===== src/rtl/neurram_serial_pkg.sv =====
// Shared definitions for the neurram serial readback/programming paths:
// FSM encoding, default geometry and counter-width helper.
package neurram_serial_pkg;

    typedef enum logic [2:0] {
        ST_IDLE,
        ST_CS_SETUP,
        ST_SHIFT,
        ST_PUSH,
        ST_CS_HOLD
    } rd_state_e;

    localparam int DEF_WORD_W  = 32;
    localparam int DEF_CLK_DIV = 5;

    // Bits needed to hold values 0..max_val (at least one bit).
    function automatic int cnt_w(input int max_val);
        return (max_val < 1) ? 1 : $clog2(max_val + 1);
    endfunction

endpackage


===== src/rtl/sync_fifo_fwft.sv =====
// Single-clock first-word-fall-through FIFO. A write into a full FIFO is
// accepted only when a read pops in the same cycle.
module sync_fifo_fwft import neurram_serial_pkg::*; #(
    parameter int WIDTH = 32,
    parameter int DEPTH = 16
) (
    input  logic             clk,
    input  logic             rst,
    input  logic             wr_en,
    input  logic [WIDTH-1:0] wr_data,
    input  logic             rd_en,
    output logic [WIDTH-1:0] rd_data,
    output logic             full,
    output logic             empty
);
    localparam int AW = cnt_w(DEPTH - 1);
    localparam int CW = cnt_w(DEPTH);

    logic [WIDTH-1:0] mem_q [DEPTH];
    logic [AW-1:0]    wr_ptr_q, wr_ptr_d, rd_ptr_q, rd_ptr_d;
    logic [CW-1:0]    cnt_q, cnt_d;
    logic             do_wr, do_rd;

    assign empty   = (cnt_q == '0);
    assign full    = (cnt_q == CW'(DEPTH));
    assign rd_data = empty ? '0 : mem_q[rd_ptr_q];

    always_comb begin
        do_rd    = rd_en && !empty;
        do_wr    = wr_en && (!full || do_rd);
        wr_ptr_d = wr_ptr_q;
        rd_ptr_d = rd_ptr_q;
        if (do_wr) wr_ptr_d = (wr_ptr_q == AW'(DEPTH - 1)) ? '0 : wr_ptr_q + 1'b1;
        if (do_rd) rd_ptr_d = (rd_ptr_q == AW'(DEPTH - 1)) ? '0 : rd_ptr_q + 1'b1;
        cnt_d = cnt_q + CW'(do_wr) - CW'(do_rd);
    end

    always_ff @(posedge clk) begin
        if (rst) begin
            wr_ptr_q <= '0;
            rd_ptr_q <= '0;
            cnt_q    <= '0;
        end else begin
            wr_ptr_q <= wr_ptr_d;
            rd_ptr_q <= rd_ptr_d;
            cnt_q    <= cnt_d;
        end
    end

    // Storage needs no reset: the output is masked while empty.
    always_ff @(posedge clk) begin
        if (do_wr) mem_q[wr_ptr_q] <= wr_data;
    end

endmodule


===== src/rtl/adc_daisy_readback.sv =====
// Daisy-chain ADC readback master: frames sck/cs_b, shifts in MSB-first
// words from the chain and queues them for the host end-point.
module adc_daisy_readback import neurram_serial_pkg::*; #(
    parameter int WORD_W     = DEF_WORD_W,
    parameter int CHAIN_LEN  = 4,
    parameter int CLK_DIV    = DEF_CLK_DIV,
    parameter int FIFO_DEPTH = 16
) (
    input  logic              clk,
    input  logic              rst,
    input  logic              start,
    input  logic              ep_rd_en,
    output logic [WORD_W-1:0] ep_dout,
    output logic              fifo_empty,
    output logic              fifo_full,
    output logic              overflow,
    output logic              frame_done,
    output logic              rd_state_idle,
    output logic              adc_sck,
    output logic              adc_cs_b,
    input  logic              adc_sdo
);
    localparam int HP_W  = cnt_w(CLK_DIV - 1);
    localparam int BIT_W = cnt_w(WORD_W);
    localparam int WRD_W = cnt_w(CHAIN_LEN);

    rd_state_e         state_q, state_d;
    logic [HP_W-1:0]   hp_cnt_q, hp_cnt_d;
    logic [BIT_W-1:0]  bit_cnt_q, bit_cnt_d;
    logic [WRD_W-1:0]  word_cnt_q, word_cnt_d;
    logic [WORD_W-1:0] shreg_q, shreg_d;
    logic              sck_q, sck_d, cs_b_q, cs_b_d, idle_q, idle_d;
    logic              frame_done_q, frame_done_d, overflow_q, overflow_d;
    logic              hp_wrap, push;

    always_comb begin
        state_d      = state_q;
        hp_cnt_d     = hp_cnt_q;
        bit_cnt_d    = bit_cnt_q;
        word_cnt_d   = word_cnt_q;
        shreg_d      = shreg_q;
        sck_d        = 1'b0;
        frame_done_d = 1'b0;
        overflow_d   = overflow_q;
        push         = 1'b0;
        hp_wrap      = (hp_cnt_q == HP_W'(CLK_DIV - 1));
        case (state_q)
            ST_IDLE: begin
                if (start) begin
                    state_d    = ST_CS_SETUP;
                    hp_cnt_d   = '0;
                    overflow_d = 1'b0;
                end
            end
            ST_CS_SETUP: begin
                hp_cnt_d = hp_wrap ? '0 : hp_cnt_q + 1'b1;
                if (hp_wrap) state_d = ST_SHIFT;
            end
            ST_SHIFT: begin
                sck_d    = sck_q;
                hp_cnt_d = hp_wrap ? '0 : hp_cnt_q + 1'b1;
                if (hp_wrap && !sck_q) begin
                    // Capture on the same edge that raises sck.
                    sck_d     = 1'b1;
                    shreg_d   = {shreg_q[WORD_W-2:0], adc_sdo};
                    bit_cnt_d = bit_cnt_q + 1'b1;
                end else if (hp_wrap) begin
                    sck_d = 1'b0;
                    if (bit_cnt_q == BIT_W'(WORD_W)) state_d = ST_PUSH;
                end
            end
            ST_PUSH: begin
                push      = 1'b1;
                bit_cnt_d = '0;
                hp_cnt_d  = '0;
                if (fifo_full && !ep_rd_en) overflow_d = 1'b1;
                if (word_cnt_q == WRD_W'(CHAIN_LEN - 1)) begin
                    word_cnt_d = '0;
                    state_d    = ST_CS_HOLD;
                end else begin
                    word_cnt_d = word_cnt_q + 1'b1;
                    state_d    = ST_SHIFT;
                end
            end
            ST_CS_HOLD: begin
                hp_cnt_d = hp_wrap ? '0 : hp_cnt_q + 1'b1;
                if (hp_wrap) begin
                    state_d      = ST_IDLE;
                    frame_done_d = 1'b1;
                end
            end
            default: state_d = ST_IDLE;
        endcase
        cs_b_d = (state_d == ST_IDLE);
        idle_d = (state_d == ST_IDLE);
    end

    always_ff @(posedge clk) begin
        if (rst) begin
            state_q      <= ST_IDLE;
            hp_cnt_q     <= '0;
            bit_cnt_q    <= '0;
            word_cnt_q   <= '0;
            shreg_q      <= '0;
            sck_q        <= 1'b0;
            cs_b_q       <= 1'b1;
            idle_q       <= 1'b1;
            frame_done_q <= 1'b0;
            overflow_q   <= 1'b0;
        end else begin
            state_q      <= state_d;
            hp_cnt_q     <= hp_cnt_d;
            bit_cnt_q    <= bit_cnt_d;
            word_cnt_q   <= word_cnt_d;
            shreg_q      <= shreg_d;
            sck_q        <= sck_d;
            cs_b_q       <= cs_b_d;
            idle_q       <= idle_d;
            frame_done_q <= frame_done_d;
            overflow_q   <= overflow_d;
        end
    end

    assign adc_sck       = sck_q;
    assign adc_cs_b      = cs_b_q;
    assign rd_state_idle = idle_q;
    assign frame_done    = frame_done_q;
    assign overflow      = overflow_q;

    sync_fifo_fwft #(.WIDTH(WORD_W), .DEPTH(FIFO_DEPTH)) u_fifo (
        .clk     (clk),
        .rst     (rst),
        .wr_en   (push),
        .wr_data (shreg_q),
        .rd_en   (ep_rd_en),
        .rd_data (ep_dout),
        .full    (fifo_full),
        .empty   (fifo_empty)
    );

endmodule


===== config.mk =====
export PLATFORM = sky130hd
export DESIGN_NAME = adc_daisy_readback
export DESIGN_NICKNAME = d
export VERILOG_FILES = /design/src/rtl/neurram_serial_pkg.sv /design/src/rtl/sync_fifo_fwft.sv /design/src/rtl/adc_daisy_readback.sv
export SDC_FILE = /design/constraint.sdc
export NUM_CORES = 1
export LEC_CHECK = 0
export BUFFER_PORTS_ARGS = -buffer_cell sky130_fd_sc_hd__buf_2
export CORE_ASPECT_RATIO = 0.8
export CORE_MARGIN = 1
export CORE_UTILIZATION = 55
export CTS_BUF_LIST = sky130_fd_sc_hd__clkbuf_2
export DETAILED_ROUTE_END_ITERATION = 10
export GPL_TIMING_DRIVEN = 1
export HOLD_SLACK_MARGIN = 0.02
export PLACE_DENSITY = 0.69
export REMOVE_ABC_BUFFERS = 1
export SLEW_MARGIN = 10
export SYNTH_ARGS = -nofsm -noshare
export SYNTH_HDL_FRONTEND = slang
export SYNTH_SLANG_ARGS = --single-unit

===== constraint.sdc =====
create_clock -name clk -period 7.25 [get_ports clk]
set_input_delay 0.3625 -clock clk [delete_from_list [all_inputs] [get_ports clk]]
set_output_delay 0.3625 -clock clk [all_outputs]
set_load 0.01 [all_outputs]

### Word level (Yosys, flattened, before mapping)

Memories as Yosys holds them, arrays and structs flattened. A register that Yosys moved wholly into a read port is not among the register bits.
Index checks and enable logic that the tools add are counted.

* bits in registers: 64
* memory bits (writable): 512
* bits of input ports: 5
* output and inout bits: 39
* logic and storage cells: 86
* memories kept: 1

* $add $sub $neg: 7
* eq/ne operators: 13
* mux-type cells: 28
* bitwise logic cells: 2
* reduce and logical (&&, ||, !) cells: 23

Memories
* u_fifo.mem_q: depth 16, width 32, rd ports 1, clocked after memory_dff 1, wr ports 1, RTL line sync_fifo_fwft.sv:19 `logic [WIDTH-1:0] mem_q [DEPTH];`

Operator list (number)
* 32-bit two-way mux: 1
* 3-bit two-way mux: 10
* 4-bit two-way mux: 4
* 3-bit case mux with 5 select lines: 1
* 6-bit case mux with 2 select lines: 1
* 3-bit by 2-bit == test with 1-bit output (second input constant): 3
* 3-bit case mux with 3 select lines: 1
* 4-bit by 1-bit adder with 4-bit output (second input constant): 2
* 4-bit == test (second input constant): 2
* 1-bit two-way mux: 8
* 3-bit by 1-bit adder with 3-bit output (second input constant): 2
* 6-bit by 1-bit adder with 6-bit output (second input constant): 1
* 3-bit == test (second input constant): 2
* 6-bit == test (second input constant): 1
* 3-bit logical NOT: 2
* 6-bit two-way mux: 1
* 2-bit != test (second input constant): 3
* 2-bit AND reduction: 3
* 2-bit nonzero test: 3
* 5-bit by 1-bit adder with 5-bit output: 1
* 5-bit == test (second input constant): 1
* 5-bit logical NOT: 1
* 5-bit by 1-bit subtractor with 5-bit output: 1
* 1-bit logical AND: 4
* 9 further kinds: 14

### Depth between registers and ports, before layout

Gate-level depths: netlist of run 1.

* word-level depth: 7
* mapped depth: 14
* depth with buffers taken out: 13

### By module

A second synthesis of run 1 with hierarchy kept.

* cell total of the unflattened synthesis: 1163
* area total of the unflattened synthesis: 22462.8 um^2

By module, submodules not included
* sync_fifo_fwft: times used 1, cells each 899, area each 20273.2 um^2, sequential area each 15715.1 um^2
* adc_daisy_readback: times used 1, cells each 264, area each 2189.6 um^2, sequential area each 1021.0 um^2

### Least setup slack after synthesis of run 1

No wires, ideal clock.

* path type: register to register
* start: register u_fifo.cnt_q[2]
* end: memory u_fifo.mem_q[15][0] (enable)
* setup time: 461 ps
* arrival time: 3269 ps
* setup slack: 3520 ps
* cell stages (with the launch flop): 7
* buffers on the path: 1
* cell sequence: dfxtp_1 -> inv_1 -> ha_1 -> nand4bb_1 -> o21ai_1 -> clkbuf_1 -> nor3_1

* word-level cells in the longest chain between the ends: 7
* elaborated cells on any way between the ends: 9

Ends and longest elaborated chain
* start, declared: RTL line sync_fifo_fwft.sv:21 `logic [CW-1:0] cnt_q, cnt_d;`
* start signal, assigned: RTL line sync_fifo_fwft.sv:46 `cnt_q <= cnt_d;`
* 5-bit logical NOT: RTL line sync_fifo_fwft.sv:24 `assign empty = (cnt_q == '0);`
* 1-bit logical NOT: RTL line sync_fifo_fwft.sv:29 `do_rd = rd_en && !empty;`
* 1-bit logical AND: RTL line sync_fifo_fwft.sv:29
* 1-bit logical OR *: RTL line sync_fifo_fwft.sv:30 `do_wr = wr_en && (!full || do_rd);`
* 1-bit logical AND *: RTL line sync_fifo_fwft.sv:30
* 1-bit two-way mux *: RTL line sync_fifo_fwft.sv:52 `if (do_wr) mem_q[wr_ptr_q] <= wr_data;`
* 1-bit two-way mux (implied by the code) *: RTL line sync_fifo_fwft.sv:52
* end, declared: RTL line sync_fifo_fwft.sv:19

Mark *: on every way between the ends. The rest lies on a longest branch, timed or not.

==> metrics.txt, run 1 <==
run status=finished clean; largest buffer count on any clock path=3; relative area change from synthesis to final layout=9.464%; Root Buffer Master=clkbuf_2; Synth Register Bits=580; distinct cell type count after synthesis=53; Leakage Power=8.042 nW; Worst path max stage delay=0.98 ns; Post-Synthesis Cell Area=approximately 22,000 sq um; peak ir drop on the vdd network=slightly below 0.3 mV; Register Area=16,750 sq um; area of the core=39,530 sq um; Initial Util=56.00%; maximum clock frequency=around 240 MHz; Slew Viols, Final=0; endpoints failing hold=0; post-layout minimum cycle time=between 4 and 5 ns; global routing usage summed across all routing layers=a little under a quarter; Post-Synthesis Cells=between 1,000 and 1,500; maximum fanout count along the critical path=77; most common cell after layout, fill and taps aside=edfxtp_1; dpl cells=around 1,600; Via density=just under 6; number of antenna violations at the first check in global routing=1; cell-by-cell trace of the critical path=buf_12 > mux4_2 > a22o_1 > a221o_1 > buf_2; type of the worst setup path=reg -> out; dominant register cell in the synthesized netlist=edfxtp_1; detailed router's first-iteration violation count=1,092; headroom to the max-slew limit=around a fifth; quantity of I/O buffers inserted on ports=43; unrepaired setup endpoints after global routing=false; hold crit path type=in -> reg; NumNets Final=between 1,000 and 1,500; cell area after placement=22,880 sq um; period utilisation layout=about three fifths; CP max stage cell=dfxtp_4; transition time at the pin with the least slew margin=about 1.2 ns; H-tree level count=4; total gr overflow=0; Placement Rows=65; WL final=between 40 and 50 mm; DRC viols=0; count of flip-flops with a built-in enable after synthesis=about 510; nature of the critical path endpoint=output port; vertical die dimension=~180 microns; clock edge transition at the registers on the reported setup and hold paths=about 0.090 ns; async set-or-reset flop fraction in the synthesized netlist=0%; number of iterations in the first detailed-routing pass=5; worst endpoint required time=a little under 7 ns; Synth warnings=0; total negative setup slack=0 ns; power density cells=approximately 290 nW/um^2; minimum setup slack in the final design=between 3 and 4 ns; Finished Layout Cells=approximately 1,900; source-to-sink clock delay at the later pin of the worst-skew pair=around 1.1 ns; detailed-route wire length per cell=~25 microns; cts bufs inserted=about 140; Clock Skew=0.06034 ns; max-cap check violation count=0; die extent in x=about 230 microns; Arrival @ worst endpoint=around 3.9 ns; Detailed Place HPWL=22.33 mm; Avg Synthesized Cell Area=between 15 and 20 sq um; beginning of the worst hold path=ep_rd_en; top library cells by usage in the layout, fill and taps aside=edfxtp_1, clkbuf_2, mux4_2; clock tree from TritonCTS=done; Startpoint Class=flop; Post-CTS Setup Repair Bufs=0; startpoint of the worst register-to-register path=u_fifo.cnt_q[2]$_SDFF_PP0_; routability congestion estimate from global placement=0.7155; largest net degree at the start of global routing=78; footprint of the multi-input gates=just over 5000 sq um; I/O pin count=44; layout cells sized above 1=32.53%; first-pass GRT wire length=70.66 mm; number of nets with antenna violations after detailed routing=0; sequential cell area fraction in the yosys report=approximately three quarters; filler instances=just under 3,000; area enclosed by the die boundary=41,050 sq um; number of global-route vias before repair=roughly 12,000; clock sink count=between 500 and 600; worst slack at placement=between 3 and 4 ns; routed vias=11,250; setup violators final=0; summed area of non-filler cells in the final layout=between 20,000 and 25,000 sq um
==> critical path: cells and delay by family (launching register included) <==
kind                   cells  cell delay, ns
flip-flops                 1            0.98
AO/OA/AOI/OAI              2            0.58
multiplexers               1            0.58
buffers and inverters      2            0.72
==> path summary, 6_finish.rpt <==
kind	slack, ns	to	cells past startpoint
max	3.03	ep_dout[20]	5
min	0.25	u_fifo.rd_ptr_q[1]$_SDFFE_PP0N_	4
max reg2reg	4.07	u_fifo.cnt_q[4]$_SDFF_PP0_	13
min reg2reg	0.45	word_cnt_q[2]$_SDFFE_PP0P_	2
==> report_power, final <==
part,internal (W),leakage (nW),total (W),switching [W]
Combinational,0.000555,1.75,0.00110,0.000544
Clock,0.000898,1.00,0.00215,0.00125
Sequential,0.00360,5.29,0.00367,0.0000724
==> Yosys cell counts (11+ instances only) <==
cell type | instances | area (sq um)
a21oi_1 | 48 | 240.2
a221o_1 | 32 | 320.3
a22o_1 | 32 | 280.3
buf_2 | 23 | 115.1
clkbuf_1 | 28 | 105.1
dfxtp_1 | 68 | 1361
edfxtp_1 | 512 | 15370
ha_1 | 16 | 200.2
inv_1 | 17 | 63.81
mux4_2 | 128 | 2883
nand2_1 | 80 | 300.3
nor2_1 | 22 | 82.58
nor3_1 | 11 | 55.05
==> flip-flops by register name, summed over array words and instances, names as in the netlist, named ones only <==
register / cells
overflow: 1
shreg_q: 32
u_fifo.rd_ptr_q: 4
u_fifo.cnt_q: 5
u_fifo.mem_q: 512
frame_done: 1
bit_cnt_q: 6
state_q: 3
hp_cnt_q: 3
word_cnt_q: 3
u_fifo.wr_ptr_q: 4
rd_state_idle: 1
adc_sck: 1
==> layer usage <==
layer	up-vias	track usage [%]	share of wire, %
met3	65	6.165	7.9
met4	0	6.973	1.5
met5	-	0	0
met2	484	35.08	46
met1	5787	35.94	44
li1	4916	-	-
==> cell type report <==
type	instances	share of cell area [%]
sequential	580	69.13
multi-input combinational	450	20.75
clock buffer	220	4.545
tap	536	2.768
timing repair buffer	67	1.746
clock inverter	26	0.7540
inverter	19	0.2995
antenna	1	0.01033
==> cell families (layout without fill, tap and decap cells) <==
| family | count (synthesis) | after routing | share of synthesized area (%) |
|---|---|---|---|
| AO/OA/AOI/OAI | 129 | 129 | 4.342 |
| XOR/XNOR | 11 | 11 | 0.4353 |
| adder cells (fa/ha/maj) | 17 | 17 | 0.9950 |
| buffers and inverters | 83 | 332 | 1.916 |
| flip-flops | 580 | 580 | 75.62 |
| multiplexers | 129 | 129 | 13.07 |
| other | 0 | 1 | 0 |
| AND/OR/NAND/NOR | 164 | 164 | 3.624 |
==> metrics by stage <==
step / hold WS (ns) / util, % / total power [W]
3_3_place_gp: 0.4404 / 57.89 / 0.004849
3_5_place_dp: 0.4431 / 57.89 / 0.004861
2_1_floorplan: 0.4261 / - / 0.004552
4_1_cts: 0.1499 / 61.29 / 0.006989
6_report: 0.2527 / 61.29 / 0.006913
5_1_grt: 0.1678 / 61.29 / 0.007251
==> repair_timing <==
item / 4_1_cts / 5_1_grt
hold buffers: 6 / 0
gates resized for setup: 0 / 0
hold endpoints to repair: 62 / 0
Power figures use the tool's default switching activity.
==> run 2, diff against run 1 <==
--- a/config.mk
+++ b/config.mk
@@ -5,6 +5,7 @@
 export SDC_FILE = /design/constraint.sdc
 export NUM_CORES = 1
 export LEC_CHECK = 0
+export ABC_AREA = 1
 export BUFFER_PORTS_ARGS = -buffer_cell sky130_fd_sc_hd__buf_2
 export CORE_ASPECT_RATIO = 0.8
 export CORE_MARGIN = 1
@@ -13,7 +14,7 @@
 export DETAILED_ROUTE_END_ITERATION = 10
 export GPL_TIMING_DRIVEN = 1
 export HOLD_SLACK_MARGIN = 0.02
-export PLACE_DENSITY = 0.69
+export PLACE_DENSITY = 0.72
 export REMOVE_ABC_BUFFERS = 1
 export SLEW_MARGIN = 10
 export SYNTH_ARGS = -nofsm -noshare
==> constraint.sdc (replaced) <==
create_clock -name clk -period 3.5 [get_ports clk]
set_input_delay 0.175 -clock clk [delete_from_list [all_inputs] [get_ports clk]]
set_output_delay 0.175 -clock clk [all_outputs]
set_load 0.01 [all_outputs]
==> run 2 against run 1 <==
  * The run now ends with DRC left
  * Wire length increased by 22%
  * Clock power increased by 120%
  * Sequential power increased by 100%
  * Sequential cell count unchanged
  * Sequential share of layout area decreased by 4.5 points
  * Synthesized area increased by 7.1%
  * Largest power group unchanged
  * Highest routed layer unchanged
==> metrics.txt, run 2 <==
dpl cells=2,595 (+58%); setup slack of the most critical reg-to-reg path=0.77 ns (-3.30 ns); cts bufs inserted=139 (+1.5%); Register Area=16,750 sq um (about the same); first-pass GRT wire length=87.45 mm (+24%); startpoint of the worst register-to-register path=u_fifo.cnt_q[2]$_SDFF_PP0_; Synth warnings=0 (unchanged); maximum clock frequency=304.0 MHz; Slew Viols, Final=0 (unchanged); quantity of I/O buffers inserted on ports=43 (unchanged); period utilisation layout=93.97%; total negative setup slack=0 ns (unchanged); number of nets with antenna violations after detailed routing=0 (unchanged); Placement Rows=67 (+3.1%); footprint of the multi-input gates=6055 sq um (+20%); headroom to the max-slew limit=34.49% (+13 points); dominant register cell in the synthesized netlist=edfxtp_1; vertical die dimension=187.6 microns (+3.4%); peak ir drop on the vdd network=0.4198 mV (+46%); Post-Synthesis Cell Area=23,690 sq um (+7.1%); largest net degree at the start of global routing=166 (+110%); WL final=57.24 mm (+22%); Synth Register Bits=580 (unchanged); async set-or-reset flop fraction in the synthesized netlist=0% (unchanged); detailed router's first-iteration violation count=1,870 (+71%); Detailed Place HPWL=29.70 mm (+33%); NumNets Final=2,217 (+74%); routability congestion estimate from global placement=0.8074 (+13%); transition time at the pin with the least slew margin=0.9827 ns (-0.2000 ns); layout cells sized above 1=15.70% (-17 points); Finished Layout Cells=2,860 (+51%); number of iterations in the first detailed-routing pass=9 (+4); unrepaired setup endpoints after global routing=true; Arrival @ worst endpoint=3.11 ns (-0.75 ns); post-layout minimum cycle time=approximately 3.3 ns; filler instances=3,330 (+13%); violations in the final reports=DRC; top library cells by usage in the layout, fill and taps aside=nand2_1, edfxtp_1, nand3_1; type of the worst setup path=reg -> out; nature of the critical path endpoint=output port; Startpoint Class=flop; run status=finished with violations; Root Buffer Master=clkbuf_2; register with the highest flop count=u_fifo.mem_q; Leakage Power=9.636 nW (+20%); relative area change from synthesis to final layout=9.278%; max-cap check violation count=0 (unchanged); cell with the most instances after synthesis=nand2_1; Initial Util=56.19% (+0.20 points); setup violators final=0 (unchanged); utilization after layout=61.40% (+0.11 points); flip-flop count of the largest register after layout=512 (unchanged); Clock Skew=0.1009 ns (+0.04061 ns); source-to-sink clock delay at the later pin of the worst-skew pair=1.15 ns (+0.10 ns); Via density=5.669 (-4.3%); distinct cell type count after synthesis=32 (-40%); clock edge transition at the registers on the reported setup and hold paths=0.10 ns (about the same); Post-Synthesis Cells=2,083 (+87%); beginning of the worst hold path=ep_rd_en; worst endpoint required time=3.32 ns (-3.57 ns); largest buffer count on any clock path=3 (unchanged); I/O pin count=44 (unchanged); capture instance of the worst register-to-register path=u_fifo.mem_q[2][2]$_DFFE_PP_; most common cell after layout, fill and taps aside=nand2_1; clock tree from TritonCTS=done; number of global-route vias before repair=15,900 (+36%); worst hold path endpoint=u_fifo.wr_ptr_q[0]$_SDFFE_PP0P_; H-tree level count=4 (unchanged); largest registers=u_fifo.mem_q (512), shreg_q (32), bit_cnt_q (6); count of flip-flops with a built-in enable after synthesis=512 (unchanged); Avg Synthesized Cell Area=11.37 sq um (-43%); clock sink count=580 (unchanged); die extent in x=234.1 microns (+3.4%); total gr overflow=0 (unchanged); portion of synthesized cell area occupied by the leading cell type=64.89% (-4.6 points); power density cells=628.1 nW/um^2 (+120%); number of stages on the worst hold path=6 (+2); detailed-route wire length per cell=20.01 microns (-19%); minimum setup slack in the final design=0.2109 ns (-2.814 ns); depth of the worst register-to-register path=10 (-3); ranking of synthesized cells by instance count=nand2_1, edfxtp_1, nand3_1; endpoints failing hold=0 (unchanged); DRC viols=4 (+4); sequential cell area fraction in the yosys report=70.63% (-5.0 points); global routing usage summed across all routing layers=26.23% (+2.3 points); area enclosed by the die boundary=43,920 sq um (+7.0%); maximum fanout count along the critical path=34 (-56%); area of the core=42,170 sq um (+6.7%); number of antenna violations at the first check in global routing=1 (unchanged); worst slack at placement=0.8002 ns (-3.144 ns); routed vias=16,210 (+44%); hold crit path type=in -> reg; most area-hungry cell type in the Yosys netlist=edfxtp_1; biggest area contributors in the synthesized netlist=edfxtp_1, nand2_1, nand3_1
## run 2: changes by cell type after synthesis, moves of 23 or more
cell     delta
nor2_1     +80
mux4_2    -128
a22o_1     -32
nand2_1   +606
nand3_1   +393
a221o_1    -32
buf_4      +23
o21ai_0    +36
inv_1      +27
## run 2: area by class of cell
cell class	instances	area share (%)
multi-input combinational	1331	23.38
tap	552	2.667
inverter	50	0.7973
sequential	580	64.68
clock inverter	39	1.223
timing repair buffer	93	3.117
clock buffer	213	4.117
antenna	2	0.01933
## run 2: critical path: stages, from the launching register on
cell and delay [ns]:
dfxtp_2 0.34, clkinv_2 0.48, buf_4 0.40, nand3_1 0.12, nand2_1 0.07, nand2_1 0.07, a21oi_2 0.30, buf_2 0.19
## run 2: metrics by stage
step | hold WS [ns] | instance area (sq um) | power (W)
2_1_floorplan | 0.2441 | 22870 | 0.01057
3_3_place_gp | 0.4140 | 24360 | 0.01156
3_5_place_dp | 0.4179 | 24360 | 0.01164
4_1_cts | 0.04707 | 25850 | 0.01631
5_1_grt | 0.08562 | 25890 | 0.01715
6_report | 0.1261 | 25890 | 0.01626
## run 2: worst max-delay path by stage
stage	from	to	slack, ns	cells after the start
2_1_floorplan	flop	ep_dout[0]	-3.71	7
3_5_place_dp	u_fifo.cnt_q[2]$_SDFF_PP0_	u_fifo.mem_q[2][14]$_DFFE_PP_	0.80	10
6_report	flop	ep_dout[15]	0.21	7
5_1_grt	flop	ep_dout[3]	0.007	8
3_3_place_gp	u_fifo.cnt_q[2]$_SDFF_PP0_	u_fifo.mem_q[2][10]$_DFFE_PP_	0.90	10
4_1_cts	flop	ep_dout[4]	0.03	9
## run 2: repair_timing
action,4_1_cts,5_1_grt
setup buffers,0,0
gates resized for setup,1,4
hold buffers,10,0
endpoints found under the hold margin,55,0
cloned,0,1
setup endpoints to repair,2,14
pin swaps,0,0
## run 2: cells by family after synthesis
| family | share of synthesized area [%] |
|---|---|
| AND/OR/NAND/NOR | 21.59 |
| flip-flops | 70.63 |
| buffers and inverters | 4.288 |
| AO/OA/AOI/OAI | 2.371 |
| adder cells (fa/ha/maj) | 0.9294 |
| XOR/XNOR | 0.1849 |
## run 2: power by group
group          leakage (nW)  internal (W)  switching, W
logic                  4.18       0.00128       0.00274
clock network          1.03       0.00206       0.00268
registers              4.42       0.00746     0.0000505
total                  9.64        0.0108       0.00547
## run 2: per-layer routing
layer,global-route usage (%),vias to the layer above,part of all wire (%)
met1,36.50,7804,43
met3,5.262,127,8.1
met4,9.416,0,2.3
met2,41.12,737,47
met5,0,-,0
li1,-,7546,-
==> run 3, diff against run 2 <==
--- a/config.mk
+++ b/config.mk
@@ -16,6 +16,7 @@
 export HOLD_SLACK_MARGIN = 0.02
 export PLACE_DENSITY = 0.72
 export REMOVE_ABC_BUFFERS = 1
+export SETUP_SLACK_MARGIN = 0.4
 export SLEW_MARGIN = 10
 export SYNTH_ARGS = -nofsm -noshare
 export SYNTH_HDL_FRONTEND = slang
==> run 3 against run 2 <==
  * The flow still finishes with violations (DRC)
  * Sequential share of layout area fell by 1.4 points
  * Register-to-register slack barely moved
  * Global-route usage rose by 1.7 points
  * Non-clock buffer count rose by 17
  * Sequential cell count did not move
  * Largest power group unchanged
==> metrics.txt, run 3 (same netlist as run 2, synthesis figures left out) <==
Root Buffer Master=clkbuf_2; dpl cells=2,595 (unchanged); area enclosed by the die boundary=43,920 sq um (unchanged); maximum fanout count along the critical path=64 (+88%); quantity of I/O buffers inserted on ports=43 (unchanged); source-to-sink clock delay at the later pin of the worst-skew pair=1.13 ns (-0.02 ns); clock edge transition at the registers on the reported setup and hold paths=0.11 ns (about the same); Worst path top cell family by delay=buffers and inverters; register with the highest flop count=u_fifo.mem_q; number of nets with antenna violations after detailed routing=0 (unchanged); setup violators final=0 (unchanged); top library cells by usage in the layout, fill and taps aside=nand2_1, edfxtp_1, nand3_1; area of the core=42,170 sq um (unchanged); number of antenna violations at the first check in global routing=1 (unchanged); Placement Rows=67 (unchanged); Via density=5.829 (+2.8%); number of iterations in the first detailed-routing pass=9 (unchanged); Initial Util=56.19% (unchanged); number of global-route vias before repair=16,330 (+2.7%); worst endpoint required time=3.32 ns (about the same); run status=finished with violations; type of the worst setup path=reg -> out; largest buffer count on any clock path=3 (unchanged); first-pass GRT wire length=92.08 mm (+5.3%); Arrival @ worst endpoint=2.79 ns (-0.32 ns); routed vias=16,790 (+3.5%); Leakage Power=9.879 nW (+2.5%); relative area change from synthesis to final layout=11.63%; clock tree from TritonCTS=done; Worst path max stage delay=0.40 ns (-0.08 ns); Clock Skew=0.08588 ns (-0.01507 ns); transition time at the pin with the least slew margin=0.8549 ns (-0.1278 ns); violations in the final reports=DRC; headroom to the max-slew limit=42.87% (+8.4 points); Startpoint Class=flop; global routing usage summed across all routing layers=27.94% (+1.7 points); power density cells=639.1 nW/um^2 (+1.8%); CP max stage cell=dfxtp_4; routability congestion estimate from global placement=0.8074 (unchanged); peak ir drop on the vdd network=0.4101 mV (-2.3%); die extent in x=234.1 microns (unchanged); post-layout minimum cycle time=2.961 ns (-0.3280 ns); vertical die dimension=187.6 microns (unchanged); largest registers=u_fifo.mem_q (512), shreg_q (32), bit_cnt_q (6); most common cell after layout, fill and taps aside=nand2_1; Slew Viols, Final=0 (unchanged); layout cells sized above 1=16.55% (+0.85 points); Register Area=16,750 sq um (unchanged); detailed router's first-iteration violation count=2,089 (+12%); H-tree level count=4 (unchanged); buffer and inverter count on the worst path=3 (unchanged); Finished Layout Cells=2,880 (+0.70%); clock sink count=580 (unchanged); endpoints failing hold=0 (unchanged); maximum clock frequency=337.7 MHz (+11%); WL final=61.71 mm (+7.8%); largest net degree at the start of global routing=129 (-22%); total power after layout=0.01690 W (+3.9%); Detailed Place HPWL=29.70 mm (unchanged); I/O pin count=44 (unchanged); hold crit path type=in -> reg; period utilisation layout=84.60% (-9.4 points); max-cap check violation count=0 (unchanged); total gr overflow=0 (unchanged); cts bufs inserted=139 (unchanged); DRC viols=2 (-2); unrepaired setup endpoints after global routing=true; footprint of the multi-input gates=6070 sq um (+0.25%); nature of the critical path endpoint=output port; flip-flop count of the largest register after layout=512 (unchanged); cell-by-cell trace of the critical path=buf_4 > clkbuf_16 > nand3_1 > nand3_1 > nand2_1 > nand2_1 > a21oi_2 > buf_2; detailed-route wire length per cell=21.43 microns (+7.1%); NumNets Final=2,237 (+0.90%); filler instances=3,242 (-2.6%)
[run 3: changes by cell type in the layout (fill, tap and decap cells not counted), moves of 2 or more]
cell	previous run	this run
inv_8	0	2
buf_16	1	16
a21oi_1	31	29
clkbuf_16	1	3
buf_4	25	23
[run 3: repair_timing]
| action | in CTS | in global routing |
|---|---|---|
| pin swaps | 2 | 1 |
| gates cloned | 11 | 4 |
| buffers inserted | 3 | 3 |
| setup endpoints to repair | 32 | 32 |
| hold buffers | 10 | 0 |
| hold endpoints to repair | 55 | 0 |
| resized for setup | 24 | 19 |
[run 3: worst register-to-register path, cell delays in order (launching register included)]
cell,delay (ns)
dfxtp_1,0.36
inv_1,0.07
ha_1,0.21
nand3_1,0.09
nor2_1,0.06
nand2_1,0.15
nand2_2,0.20
inv_2,0.17
nand2_1,0.25
nor2_4,0.54
buf_4,0.36
[run 3: where the power goes]
group	total [W]	switching (W)	internal, W
logic	0.00465	0.00305	0.00160
clock network	0.00475	0.00270	0.00206
registers	0.00750	0.0000456	0.00746
[run 3: area by class of cell]
class	count	share of cell area [%]
diodes	2	0.01892
well taps	552	2.611
clock inverters	39	1.197
flip-flops and latches	580	63.31
inverters	50	0.8988
repair inverters	3	0.1183
multi-input cells	1331	22.95
repair buffers	110	4.863
clock buffers	213	4.030
[run 3: worst paths after layout]
check                             start                               to  slack [ns]  depth (start not counted)
max reg2reg  u_fifo.cnt_q[2]$_SDFF_PP0_     u_fifo.mem_q[2][4]$_DFFE_PP_        0.78                         10
min reg2reg  word_cnt_q[0]$_SDFFE_PP0P_       word_cnt_q[0]$_SDFFE_PP0P_        0.48                          1
min                            ep_rd_en  u_fifo.wr_ptr_q[2]$_SDFFE_PP0P_        0.14                          6
max                                flop                      ep_dout[22]        0.54                          8
[run 3: metal layers]
layer | vias up | track usage, % | routed length, microns
met5 | - | 0 | 0
met1 | 8002 | 38.21 | 24430
met3 | 141 | 6.250 | 6849
met4 | 0 | 10.46 | 1397
met2 | 1049 | 43.79 | 29030
li1 | 7596 | - | -
[run 3: through the flow]
stage	setup TNS, ns	instance area [sq um]	setup slack, ns	util (%)	hold slack [ns]
detailed placement	0	24360	0.8002	57.77	0.4179
CTS	0	26310	0.4095	62.39	0.04707
global route	0	26450	0.3689	62.73	0.06745
finish	0	26450	0.5390	62.73	0.1374
floorplan	-133.42	22870	-3.712	-	0.2441
global placement	0	24360	0.8996	57.77	0.4140
